**src/rtl/load_store_unit.sv**
```systemverilog
`default_nettype none
// ============================================================================
// Module   : load_store_unit
// Purpose  : Sequencer between execute and the memory access unit. Accepts one
//            load/store request, forms the effective address, drives and holds
//            the memory unit's operation inputs, then returns a one-cycle
//            completion record (result or trap) to writeback.
// Ports    : clk, reset (synchronous, active-low)
//            req_*    - request from execute (sampled only in IDLE)
//            mem_*    - operation to / status from the memory access unit
//            done, rd_write, rd_out, result, trap, trap_cause, trap_value
//                     - completion record, valid for the single done cycle
// Options  : LSU_TIMEOUT_EN - when defined, WAIT aborts with an access fault
//            after TIMEOUT_CYCLES busy cycles (legal range 1..255).
// Revision : 1.0 - initial release
// ============================================================================
module load_store_unit #(
    parameter int TIMEOUT_CYCLES = 255
) (
    input  logic        clk,
    input  logic        reset,
    input  logic        req_valid,
    output logic        req_ready,
    input  logic        req_is_store,
    input  logic        req_is_unsigned,
    input  logic [1:0]  req_op,
    input  logic [31:0] req_base,
    input  logic [11:0] req_offset,
    input  logic [31:0] req_data,
    input  logic [4:0]  req_rd,
    output logic        mem_available,
    output logic        mem_is_write,
    output logic        mem_is_unsigned,
    output logic [1:0]  mem_op,
    output logic [31:0] mem_addr,
    output logic [31:0] mem_in,
    input  logic [31:0] mem_out,
    input  logic        mem_busy,
    input  logic        mem_op_fault,
    input  logic        mem_addr_fault,
    input  logic        mem_access_fault,
    output logic        done,
    output logic        rd_write,
    output logic [4:0]  rd_out,
    output logic [31:0] result,
    output logic        trap,
    output logic [3:0]  trap_cause,
    output logic [31:0] trap_value
);

    // Exception codes reported in trap_cause
    localparam logic [3:0] c_cause_op        = 4'd2;
    localparam logic [3:0] c_cause_ld_addr   = 4'd4;
    localparam logic [3:0] c_cause_ld_access = 4'd5;
    localparam logic [3:0] c_cause_st_addr   = 4'd6;
    localparam logic [3:0] c_cause_st_access = 4'd7;

    generate
        if (TIMEOUT_CYCLES < 1 || TIMEOUT_CYCLES > 255) begin : g_timeout_range_check
            $error("load_store_unit: TIMEOUT_CYCLES must be within 1..255");
        end
    endgenerate

    typedef enum logic [2:0] {
        S_IDLE  = 3'd0,
        S_ISSUE = 3'd1,
        S_CHECK = 3'd2,
        S_WAIT  = 3'd3,
        S_DONE  = 3'd4
    } state_t;

    state_t      r_state;
    state_t      w_state_nxt;
    logic [4:0]  r_rd;

    logic        w_req_ready_nxt;
    logic        w_mem_available_nxt;
    logic        w_mem_is_write_nxt;
    logic        w_mem_is_unsigned_nxt;
    logic [1:0]  w_mem_op_nxt;
    logic [31:0] w_mem_addr_nxt;
    logic [31:0] w_mem_in_nxt;
    logic [4:0]  w_rd_nxt;
    logic        w_done_nxt;
    logic        w_rd_write_nxt;
    logic [4:0]  w_rd_out_nxt;
    logic [31:0] w_result_nxt;
    logic        w_trap_nxt;
    logic [3:0]  w_trap_cause_nxt;
    logic [31:0] w_trap_value_nxt;

    // Completion requests raised by CHECK/WAIT; folded into DONE entry below
    logic        w_finish_ok;
    logic        w_finish_trap;
    logic [3:0]  w_cause;

`ifdef LSU_TIMEOUT_EN
    localparam logic [7:0] c_timeout_last = 8'(TIMEOUT_CYCLES - 1);
    logic [7:0]  r_wait_cnt;
    logic [7:0]  w_wait_cnt_nxt;
`endif

    // ------------------------------------------------------------------------
    // State register
    // ------------------------------------------------------------------------
    always_ff @(posedge clk) begin
        if (!reset) begin
            r_state <= S_IDLE;
        end else begin
            r_state <= w_state_nxt;
        end
    end

    // ------------------------------------------------------------------------
    // Next-state and next-output logic
    // ------------------------------------------------------------------------
    always_comb begin
        w_state_nxt           = r_state;
        w_req_ready_nxt       = req_ready;
        w_mem_available_nxt   = mem_available;
        w_mem_is_write_nxt    = mem_is_write;
        w_mem_is_unsigned_nxt = mem_is_unsigned;
        w_mem_op_nxt          = mem_op;
        w_mem_addr_nxt        = mem_addr;
        w_mem_in_nxt          = mem_in;
        w_rd_nxt              = r_rd;
        // Completion record fields are pulses: zero unless entering DONE
        w_done_nxt            = 1'b0;
        w_rd_write_nxt        = 1'b0;
        w_rd_out_nxt          = 5'd0;
        w_result_nxt          = 32'd0;
        w_trap_nxt            = 1'b0;
        w_trap_cause_nxt      = 4'd0;
        w_trap_value_nxt      = 32'd0;
        w_finish_ok           = 1'b0;
        w_finish_trap         = 1'b0;
        w_cause               = 4'd0;
`ifdef LSU_TIMEOUT_EN
        w_wait_cnt_nxt        = r_wait_cnt;
`endif

        case (r_state)
            S_IDLE: begin
                w_req_ready_nxt     = 1'b1;
                w_mem_available_nxt = 1'b0;
                if (req_valid) begin
                    w_state_nxt           = S_ISSUE;
                    w_req_ready_nxt       = 1'b0;
                    w_mem_available_nxt   = 1'b1;
                    w_mem_is_write_nxt    = req_is_store;
                    w_mem_is_unsigned_nxt = req_is_unsigned;
                    w_mem_op_nxt          = req_op;
                    // Wraps modulo 2^32 by construction of the 32-bit add
                    w_mem_addr_nxt        = req_base + {{20{req_offset[11]}}, req_offset};
                    w_mem_in_nxt          = req_data;
                    w_rd_nxt              = req_rd;
                end
            end

            // The memory unit samples the operation here; its status is only
            // meaningful one cycle later.
            S_ISSUE: begin
                w_state_nxt = S_CHECK;
            end

            S_CHECK: begin
                if (mem_op_fault) begin
                    w_finish_trap = 1'b1;
                    w_cause       = c_cause_op;
                end else if (mem_addr_fault) begin
                    w_finish_trap = 1'b1;
                    w_cause       = mem_is_write ? c_cause_st_addr : c_cause_ld_addr;
                end else if (mem_access_fault) begin
                    w_finish_trap = 1'b1;
                    w_cause       = mem_is_write ? c_cause_st_access : c_cause_ld_access;
                end else if (mem_busy) begin
                    w_state_nxt = S_WAIT;
`ifdef LSU_TIMEOUT_EN
                    w_wait_cnt_nxt = 8'd0;
`endif
                end else begin
                    w_finish_ok = 1'b1;
                end
            end

            S_WAIT: begin
                if (!mem_busy) begin
                    w_finish_ok = 1'b1;
                end
`ifdef LSU_TIMEOUT_EN
                else if (r_wait_cnt == c_timeout_last) begin
                    w_finish_trap = 1'b1;
                    w_cause       = mem_is_write ? c_cause_st_access : c_cause_ld_access;
                end else begin
                    w_wait_cnt_nxt = r_wait_cnt + 8'd1;
                end
`endif
            end

            S_DONE: begin
                w_state_nxt     = S_IDLE;
                w_req_ready_nxt = 1'b1;
            end

            default: begin
                w_state_nxt         = S_IDLE;
                w_req_ready_nxt     = 1'b1;
                w_mem_available_nxt = 1'b0;
            end
        endcase

        // Entering DONE: mem_available drops for one cycle so the memory unit
        // sees a clean gap between operations.
        if (w_finish_ok || w_finish_trap) begin
            w_state_nxt         = S_DONE;
            w_mem_available_nxt = 1'b0;
            w_done_nxt          = 1'b1;
            w_rd_out_nxt        = r_rd;
            w_trap_nxt          = w_finish_trap;
            w_trap_cause_nxt    = w_cause;
            w_trap_value_nxt    = w_finish_trap ? mem_addr : 32'd0;
            w_rd_write_nxt      = w_finish_ok && !mem_is_write && (r_rd != 5'd0);
            w_result_nxt        = (w_finish_ok && !mem_is_write) ? mem_out : 32'd0;
        end
    end

    // ------------------------------------------------------------------------
    // Registered outputs and latched request fields
    // ------------------------------------------------------------------------
    always_ff @(posedge clk) begin
        if (!reset) begin
            req_ready       <= 1'b1;
            mem_available   <= 1'b0;
            mem_is_write    <= 1'b0;
            mem_is_unsigned <= 1'b0;
            mem_op          <= 2'd0;
            mem_addr        <= 32'd0;
            mem_in          <= 32'd0;
            r_rd            <= 5'd0;
            done            <= 1'b0;
            rd_write        <= 1'b0;
            rd_out          <= 5'd0;
            result          <= 32'd0;
            trap            <= 1'b0;
            trap_cause      <= 4'd0;
            trap_value      <= 32'd0;
        end else begin
            req_ready       <= w_req_ready_nxt;
            mem_available   <= w_mem_available_nxt;
            mem_is_write    <= w_mem_is_write_nxt;
            mem_is_unsigned <= w_mem_is_unsigned_nxt;
            mem_op          <= w_mem_op_nxt;
            mem_addr        <= w_mem_addr_nxt;
            mem_in          <= w_mem_in_nxt;
            r_rd            <= w_rd_nxt;
            done            <= w_done_nxt;
            rd_write        <= w_rd_write_nxt;
            rd_out          <= w_rd_out_nxt;
            result          <= w_result_nxt;
            trap            <= w_trap_nxt;
            trap_cause      <= w_trap_cause_nxt;
            trap_value      <= w_trap_value_nxt;
        end
    end

`ifdef LSU_TIMEOUT_EN
    always_ff @(posedge clk) begin
        if (!reset) begin
            r_wait_cnt <= 8'd0;
        end else begin
            r_wait_cnt <= w_wait_cnt_nxt;
        end
    end
`endif

endmodule
`default_nettype wire

```
**config.mk**
```make
export PLATFORM = sky130hd
export DESIGN_NAME = load_store_unit
export DESIGN_NICKNAME = d
export VERILOG_FILES = /design/src/rtl/load_store_unit.sv
export SDC_FILE = /design/constraint.sdc
export NUM_CORES = 1
export LEC_CHECK = 0
export CAP_MARGIN = 20
export CORE_MARGIN = 1
export CORE_UTILIZATION = 35
export CTS_CLUSTER_DIAMETER = 50
export DETAILED_ROUTE_END_ITERATION = 10
export PLACE_DENSITY_LB_ADDON = 0.08
export SKIP_CTS_REPAIR_TIMING = 1
export SYNTH_ARGS = -nofsm -noshare
export SYNTH_HDL_FRONTEND = slang
export SYNTH_SLANG_ARGS = --single-unit
```
**constraint.sdc**
```tcl
create_clock -name clk -period 2.8 [get_ports clk]
set_input_delay 0.84 -clock clk [delete_from_list [all_inputs] [get_ports clk]]
set_output_delay 0.84 -clock clk [all_outputs]
set_load 0.01 [all_outputs]
```
[Word level (Yosys, flattened, before mapping)]
Index checks and enable logic that the tools add are counted.
Storage, ports and cells
  input port bits: 124
  word-level logic and storage cells: 81
  output and inout bits: 146
  register bits: 153
Operators by class
  bitwise gates (word level): 4
  mux-type cells: 26
  equality and inequality tests: 15
  add/subtract/negate cells: 1
  reduce and logical (&&, ||, !) cells: 17
Operators by type and width (number)
  adder 32 bit: 1
  two-way mux 3 bit: 8
  != test 3 bit, second input constant: 5
  != test 2 bit, second input constant: 6
  one-hot mux 3 bit (4 select lines): 1
  AND reduction 6 bit: 2
  two-way mux 1 bit: 11
  AND reduction 3 bit: 3
  OR reduction 4 bit: 2
  equality test 3 x 2 -> 1 bit, second input constant: 2
  two-way mux 2 bit: 3
  one-hot mux 1 bit (2 select lines): 3
  nonzero test 5 bit: 1
  inverter 1 bit: 4
  AND reduction 2 bit: 2
  equality test 3 x 1 -> 1 bit, second input constant: 1
  equality test 3 bit, second input constant: 1
  zero test 3 bit: 1
  OR reduction 3 bit: 1
  logical AND 1 bit: 2
  OR reduction 2 bit: 1
  zero test 1 bit: 1
  logical OR 1 bit: 1

[Logic depth before layout (Yosys ltp)]
Gate-level depths: netlist of the first run.
  word-level depth: 8
  depth in mapped cells: 10
  gate-level depth less buffers: 10

[Worst setup path before layout of the first run]
No wires, ideal clock.
  kind: input to register
  from: input port req_base[0]
  to: register mem_addr[28]
  buffers on the path: 0
  required time: 2.716 ns
  setup slack: -0.077 ns
  library setup time: 0.084 ns
  arrival: 2.793 ns
  stages: 10
  cells stage by stage: ha_1 -> inv_1 -> fa_1 -> nand2b_1 -> a21oi_4 -> o2111ai_4 -> a311oi_4 -> nor4b_4 -> nor3_1 -> o31ai_2
Between the ends
  cells in the longest elaborated chain, start to end: 1
Ends and longest elaborated chain
  from (decl): line 27  | input logic [31:0] req_base,
  adder 32 bit: line 154  | w_mem_addr_nxt = req_base + {{20{req_offset[11]}}, req_offset};
  to (signal assigned): line 253  | mem_addr <= w_mem_addr_nxt;
  to (decl): line 35  | output logic [31:0] mem_addr,
No other way between the ends.
A chain may end at the register's enable or synchronous reset.

[Worst setup path in the final report of the first run]
  from: input port req_offset[5]
  to: register mem_addr[28]
Between the ends
  cells in the longest elaborated chain, start to end: 1
Ends and longest elaborated chain
  from (decl): line 28  | input logic [11:0] req_offset,
  adder 32 bit: line 154
No other way between the ends.

==> results of run 1 <==
## cells in the mapped netlist, types with 5 or more instances
cell type,number
a21boi_0,45
a21o_1,9
a21oi_1,40
and2_1,49
and3_1,34
clkbuf_1,29
dfxtp_1,153
ha_1,31
inv_1,11
nand2_1,143
nand2b_1,8
nand3_1,8
nand4_1,10
nor2_1,21
nor2b_1,5
nor3_1,7
o21a_1,5
o21ai_0,41
o21ai_1,5
o21bai_1,5
xnor2_1,15
xor2_1,13
## registers in the layout (all words and copies together), names as in the netlist
register / cells
done: 1
mem_addr: 32
mem_available: 1
mem_in: 32
mem_is_unsigned: 1
mem_is_write: 1
mem_op: 2
r_rd: 5
r_state: 3
rd_out: 5
rd_write: 1
req_ready: 1
result: 32
trap: 1
trap_cause: 3
trap_value: 32
## how the worst max path moves through the flow
stage,slack [ns],start,endpoint,depth (start not counted)
3_3_place_gp,-0.60,req_offset[11],mem_addr[26],10
6_report,0.09,req_offset[5],mem_addr[28],10
4_1_cts,-0.24,req_base[0],mem_addr[28],11
3_5_place_dp,-0.67,req_base[0],mem_addr[28],11
5_1_grt,0.003,req_offset[5],mem_addr[28],10
2_1_floorplan,0.03,req_base[0],mem_addr[28],10
## power groups by stage
stage | Combinational [uW] | Sequential (uW) | Clock [uW]
after floorplan | 579 | 2440 | 0
after global placement | 1370 | 2410 | 0
after detailed placement | 1370 | 2420 | 0
after CTS | 1380 | 2370 | 2500
after global routing | 1560 | 2380 | 2590
final | 1430 | 2370 | 2440
## area by class of cell
type	instances	area, sq um	share of cell area (%)
repair buffers	394	3694	32.26
multi-input cells	546	3689	32.22
flip-flops and latches	153	3063	26.75
clock buffers	22	474.2	4.142
well taps	260	325.3	2.841
clock inverters	10	163.9	1.432
inverters	11	41.29	0.3606
## layer usage
layer  GRT usage, %  share of wire [%]
met1          23.66                 42
met2          37.21                 50
met3          4.891                6.2
met4          7.151                1.9
met5              0                  0
## worst max-delay path: stages
cell             delay (ns)
clkdlybuf4s50_1        0.44
ha_4                   0.30
buf_4                  0.11
o211ai_4               0.06
a21oi_4                0.15
o2111ai_4              0.19
a311oi_4               0.34
nor4b_4                0.29
o21a_1                 0.20
o31ai_2                0.07
## metrics by stage
stage                     total power, uW  instance area [sq um]  setup WS, ns
after floorplan                      3022                   6764       0.02764
after global placement               3783                  10550       -0.6031
after detailed placement             3788                  10550       -0.6740
after CTS                            6251                  11180       -0.2383
after global routing                 6529                  11450      0.003018
final                                6243                  11450       0.08818
## logic make-up (layout without fill, tap and decap cells)
kind of cell	after synthesis	count (layout)	share of synthesized area (%)
buffers and inverters	52	437	3.666
adder cells (fa/ha/maj)	32	32	6.037
flip-flops	153	153	45.33
AND/OR/NAND/NOR	300	300	21.96
other	1	1	0.05550
AO/OA/AOI/OAI	182	182	18.87
XOR/XNOR	28	28	3.630
multiplexers	3	3	0.4445
==> out/qor.txt, run 1 <==
Outcome: complete, no violations
Power share of the combinational group: 23.0%
Total Wirelength: 20800 um
Async SR Flop Fraction: 0%
Core Region: 18830 sq um
Fill cells: 1680
Synthesized area: 6756 sq um
Port Buf Inserts: 268
Setup skew after layout: 0.008019 ns
Die Y-Extent: 140.9 um
Hold_ws: 0.4598 ns
CTS Buf Count: 17
Worst Path Arrival: 3.01 ns
Synth-to-Final Area Change: 69.46%
Peak Freq: 0.3688 GHz
Leak Pwr: 0.004814 uW
Worst EP required: 3.10 ns
Max VDD drop: 0.2511 mV
Main synth FF type: dfxtp_1
Hold Startpoint: mem_in[17]
Fin crit period: 2.712 ns
Net Count, Synth: 907
DRT iter0 DRCs: 273
First-pass GRT wire length: 31620 um
Util after Layout: 60.80%
GRT Util Overall: 20.59%
Clock buffer depth: 2
Kind of critical path: input pin to register
Hold EP: mem_in[17]
Hold crit path type: register to register
CTS root buf: clkbuf_16
Antenna violations before repair: 0
Crit. End Element: register
Worst-skew pair later-pin latency: 0.42 ns
Drt pass-1 iters: 4
Yosys top cell area share: 45.33%
Most common cell after layout, fill and taps aside: clkdlybuf4s50_1
Synth cell types: 67
Die width: 140.9 um
Max FO, Critical Path: 4
Residual DRC: 0
Detail Route Antenna Nets: 0
Starting Density: 35.88%
Worst rel slew slack: 60.32%
Io pins: 270
Synth area leader: dfxtp_1
GR Overflow Total: 0
Clk pin slew, worst setup/hold paths: 0.06 ns
Setup crit start kind: input pin
Slew @ Worst Pin: 0.5952 ns
Die area: 19860 sq um
Final Setup Violations: 0
Power Density: 545.3 nW/um^2
Sink count of the clock tree: 153
Synth Warn #: 0
N_diodes: 0
Post-DR wirelength/cell: 14.90 um
Setup repair after global routing missed its margin: no
Hold path depth: 2
Most frequent cells in the layout: clkdlybuf4s50_1, dfxtp_1, nand2_1
Reg2reg end: mem_addr[28]
Fin Setup TNS: 0 ns
Max Cap Viol: 0
# rows: 50
CTS tree: yes
Worst r2r path cells: 6
# nets final: 1279
#FFs+latches synth: 153
Final Non-Filler Cells: 1396
Largest net degree at the start of global routing: 63
Clock network power share: 39.1%
Hold Fails Final Rpt: 0
RD Place Congestion: 0.8407
Slew Limit Fails: 0
Synth area leaders: dfxtp_1, nand2_1, ha_1
Vias in the first global route: 6003
EDFF count, synth: 0
Switching power: 1596 uW
RR Startpoint: r_state[0]
Period utilization: 96.85%
Drt via density: 4.639
Syn avg cell area: 8.997 sq um
Sequential element share of the synthesized area: 45.33%
DR vias: 6476
Hpwl dp: 16100 um
Fraction of layout cells with a size suffix above 1: 18.40%
Cells after DPL: 1362
Mapped Cells: 751
Switching part of the total: 25.56%
Seq pwr share: 37.9%
R2r setup slk: 0.99 ns
Internal power: 4648 uW
CTS H-tree depth: 4
Power figures use the tool's default switching activity.
==> run 2: changes to the inputs <==
- SKIP_CTS_REPAIR_TIMING: 1 -> default
==> out/qor.txt, run 2 (synthesis gave the netlist of run 1 again) <==
Outcome: complete, no violations (unchanged)
Internal power: 4652 uW (was 4648 uW)
CTS root buf: clkbuf_16 (unchanged)
CTS tree: yes (unchanged)
Io pins: 270 (unchanged)
DR vias: 6474 (was 6476)
CP max stage delay: 0.49 ns (was 0.44 ns)
Cell type of the slowest stage on the worst timing path: clkdlybuf4s50_1 (unchanged)
Synth-to-Final Area Change: 69.63% (was 69.46%)
Peak Freq: 0.3645 GHz (was 0.3688 GHz)
RD Place Congestion: 0.8407 (unchanged)
Crit. End Element: register (unchanged)
Power Density: 545.7 nW/um^2 (was 545.3 nW/um^2)
Clock buffer depth: 2 (unchanged)
DRT iter0 DRCs: 281 (was 273)
Leak Pwr: 0.004780 uW (was 0.004814 uW)
Seq. cell area: 3063 sq um (unchanged)
# rows: 50 (unchanged)
R2r setup slk: 0.98 ns (was 0.99 ns)
CP cell instances: clkdlybuf4s50_1 -> ha_4 -> buf_6 -> a221oi_4 -> a21oi_2 -> buf_4 -> or3_4 -> a21oi_2 -> xor2_1 -> o21ai_1 (was clkdlybuf4s50_1 -> ha_4 -> buf_4 -> o211ai_4 -> a21oi_4 -> o2111ai_4 -> a311oi_4 -> nor4b_4 -> o21a_1 -> o31ai_2)
Worst EP required: 3.11 ns (was 3.10 ns)
Die area: 19860 sq um (unchanged)
Setup skew after layout: 0.008311 ns (was 0.008019 ns)
Hold crit path type: register to register (unchanged)
Starting Density: 35.88% (unchanged)
Total Wirelength: 20950 um (was 20800 um)
Pwr Total: 6255 uW (was 6243 uW)
Final Non-Filler Cells: 1399 (was 1396)
Worst r2r path cells: 6 (unchanged)
Antenna violations before repair: 0 (unchanged)
Switching part of the total: 25.62% (was 25.56%)
Fraction of layout cells with a size suffix above 1: 18.44% (was 18.40%)
Setup repair after global routing missed its margin: no (unchanged)
Clk pin slew, worst setup/hold paths: 0.06 ns (about the same)
Setup crit end: mem_addr[17] (was mem_addr[28])
Most frequent CP cell: a21oi_2
Clock network power share: 39.1% (about the same)
Slew @ Worst Pin: 0.6088 ns (was 0.5952 ns)
Max Cap Viol: 0 (unchanged)
Reg2reg end: mem_addr[28] (unchanged)
Slack of the critical path: 0.05687 ns (was 0.08818 ns)
GR Overflow Total: 0 (unchanged)
Period utilization: 97.97% (was 96.85%)
Worst slack, placed: -0.6740 ns (unchanged)
N_diodes: 0 (unchanged)
CTS H-tree depth: 4 (unchanged)
Max FO, Critical Path: 3 (was 4)
Drt via density: 4.628 (was 4.639)
Fill cells: 1679 (was 1680)
Residual DRC: 0 (unchanged)
RR Startpoint: r_state[0] (unchanged)
Core Region: 18830 sq um (unchanged)
Most common cell after layout, fill and taps aside: clkdlybuf4s50_1 (unchanged)
Power share of the combinational group: 23.0% (about the same)
Worst rel slew slack: 59.41% (was 60.32%)
Kind of critical path: input pin to register (unchanged)
Port Buf Inserts: 268 (unchanged)
Die width: 140.9 um (unchanged)
Vias in the first global route: 6075 (was 6003)
Cells after DPL: 1362 (unchanged)
Post-DR wirelength/cell: 14.97 um (was 14.90 um)
Worst Path Arrival: 3.05 ns (was 3.01 ns)
Final Setup Violations: 0 (unchanged)
# nets final: 1282 (was 1279)
Util after Layout: 60.86% (was 60.80%)
CP startpoint: req_base[4] (was req_offset[5])
Seq pwr share: 37.9% (about the same)
GRT Util Overall: 20.79% (was 20.59%)
Slew Limit Fails: 0 (unchanged)
Detail Route Antenna Nets: 0 (unchanged)
Setup crit start kind: input pin (unchanged)
Hold Fails Final Rpt: 0 (unchanged)
Die Y-Extent: 140.9 um (unchanged)
Fin Setup TNS: 0 ns (unchanged)
Worst-skew pair later-pin latency: 0.42 ns (about the same)
Switching power: 1602 uW (was 1596 uW)
Max VDD drop: 0.2523 mV (was 0.2511 mV)
Most frequent cells in the layout: clkdlybuf4s50_1, dfxtp_1, nand2_1 (unchanged)
First-pass GRT wire length: 31910 um (was 31620 um)
CTS Buf Count: 17 (unchanged)
Fin crit period: 2.743 ns (was 2.712 ns)
Hpwl dp: 16100 um (unchanged)
Largest net degree at the start of global routing: 63 (unchanged)
Drt pass-1 iters: 4 (unchanged)
Footprint of the multi-input gates: 3684 sq um (was 3689 sq um)
Sink count of the clock tree: 153 (unchanged)
run 2: cell types whose count changed in the layout (fill, tap and decap cells not counted):
cell	previous run	this run
nor2_2	1	0
dlygate4sd2_1	0	5
o21ai_0	37	38
a21boi_1	1	0
a21boi_0	44	45
dlymetal6s2s_1	10	3
nor2_1	20	21
clkbuf_16	17	18
buf_4	121	123
clkdlybuf4s50_1	257	259
ha_2	2	1
o21ai_1	8	7
ha_1	22	23
run 2: through the flow:
step | hold WS [ns] | instance area (sq um)
2_1_floorplan | 0.4436 | 6764
4_1_cts | 0.4640 | 11360
5_1_grt | 0.4843 | 11460
3_5_place_dp | 0.4555 | 10550
6_report | 0.4598 | 11460
3_3_place_gp | 0.4495 | 10550
run 2: worst min path at each step:
| stage | from | to | slack (ns) | cells after the start |
|---|---|---|---|---|
| 2_1_floorplan | r_rd[3] | rd_out[3] | 0.44 | 1 |
| 3_3_place_gp | mem_in[24] | mem_in[24] | 0.45 | 2 |
| 3_5_place_dp | mem_in[1] | mem_in[1] | 0.46 | 2 |
| 4_1_cts | mem_in[1] | mem_in[1] | 0.46 | 2 |
| 5_1_grt | mem_in[11] | mem_in[11] | 0.48 | 2 |
| 6_report | mem_in[17] | mem_in[17] | 0.46 | 2 |
run 2: routing by layer:
layer  up-vias  track usage (%)  part of all wire, %
li1       3325                -                    -
met1      2924            23.73                   42
met2       192            37.58                   50
met3        33            4.925                  5.7
met4         0            7.666                  2.0
met5         -                0                    0
run 2: layout make-up:
cell class              instances  area share [%]
repair buffers                397           32.37
multi-input cells             546           32.14
flip-flops and latches        153           26.72
clock buffers                  22           4.138
well taps                     260           2.838
clock inverters                10           1.430
inverters                      11          0.3603
run 2: timing repair:
action,CTS,global route
buffers inserted,4,1
pin swaps,21,15
gates cloned,0,1
resized for setup,30,14
hold buffers,0,0
endpoints found under the setup margin,18,14
run 2: power groups by stage:
stage | sequential (uW) | clock [uW] | combinational, uW
after global routing | 2380 | 2590 | 1560
final | 2370 | 2450 | 1440
after detailed placement | 2420 | 0 | 1370
after global placement | 2410 | 0 | 1370
after floorplan | 2440 | 0 | 579
after CTS | 2370 | 2500 | 1420
run 2: worst max-delay path: cells and delay by family:
kind                     cells  cell delay (ns)
XOR/XNOR                     1             0.18
buffers and inverters        3             0.76
AO/OA/AOI/OAI                4             0.67
AND/OR/NAND/NOR              1             0.36
adder cells (fa/ha/maj)      1             0.22
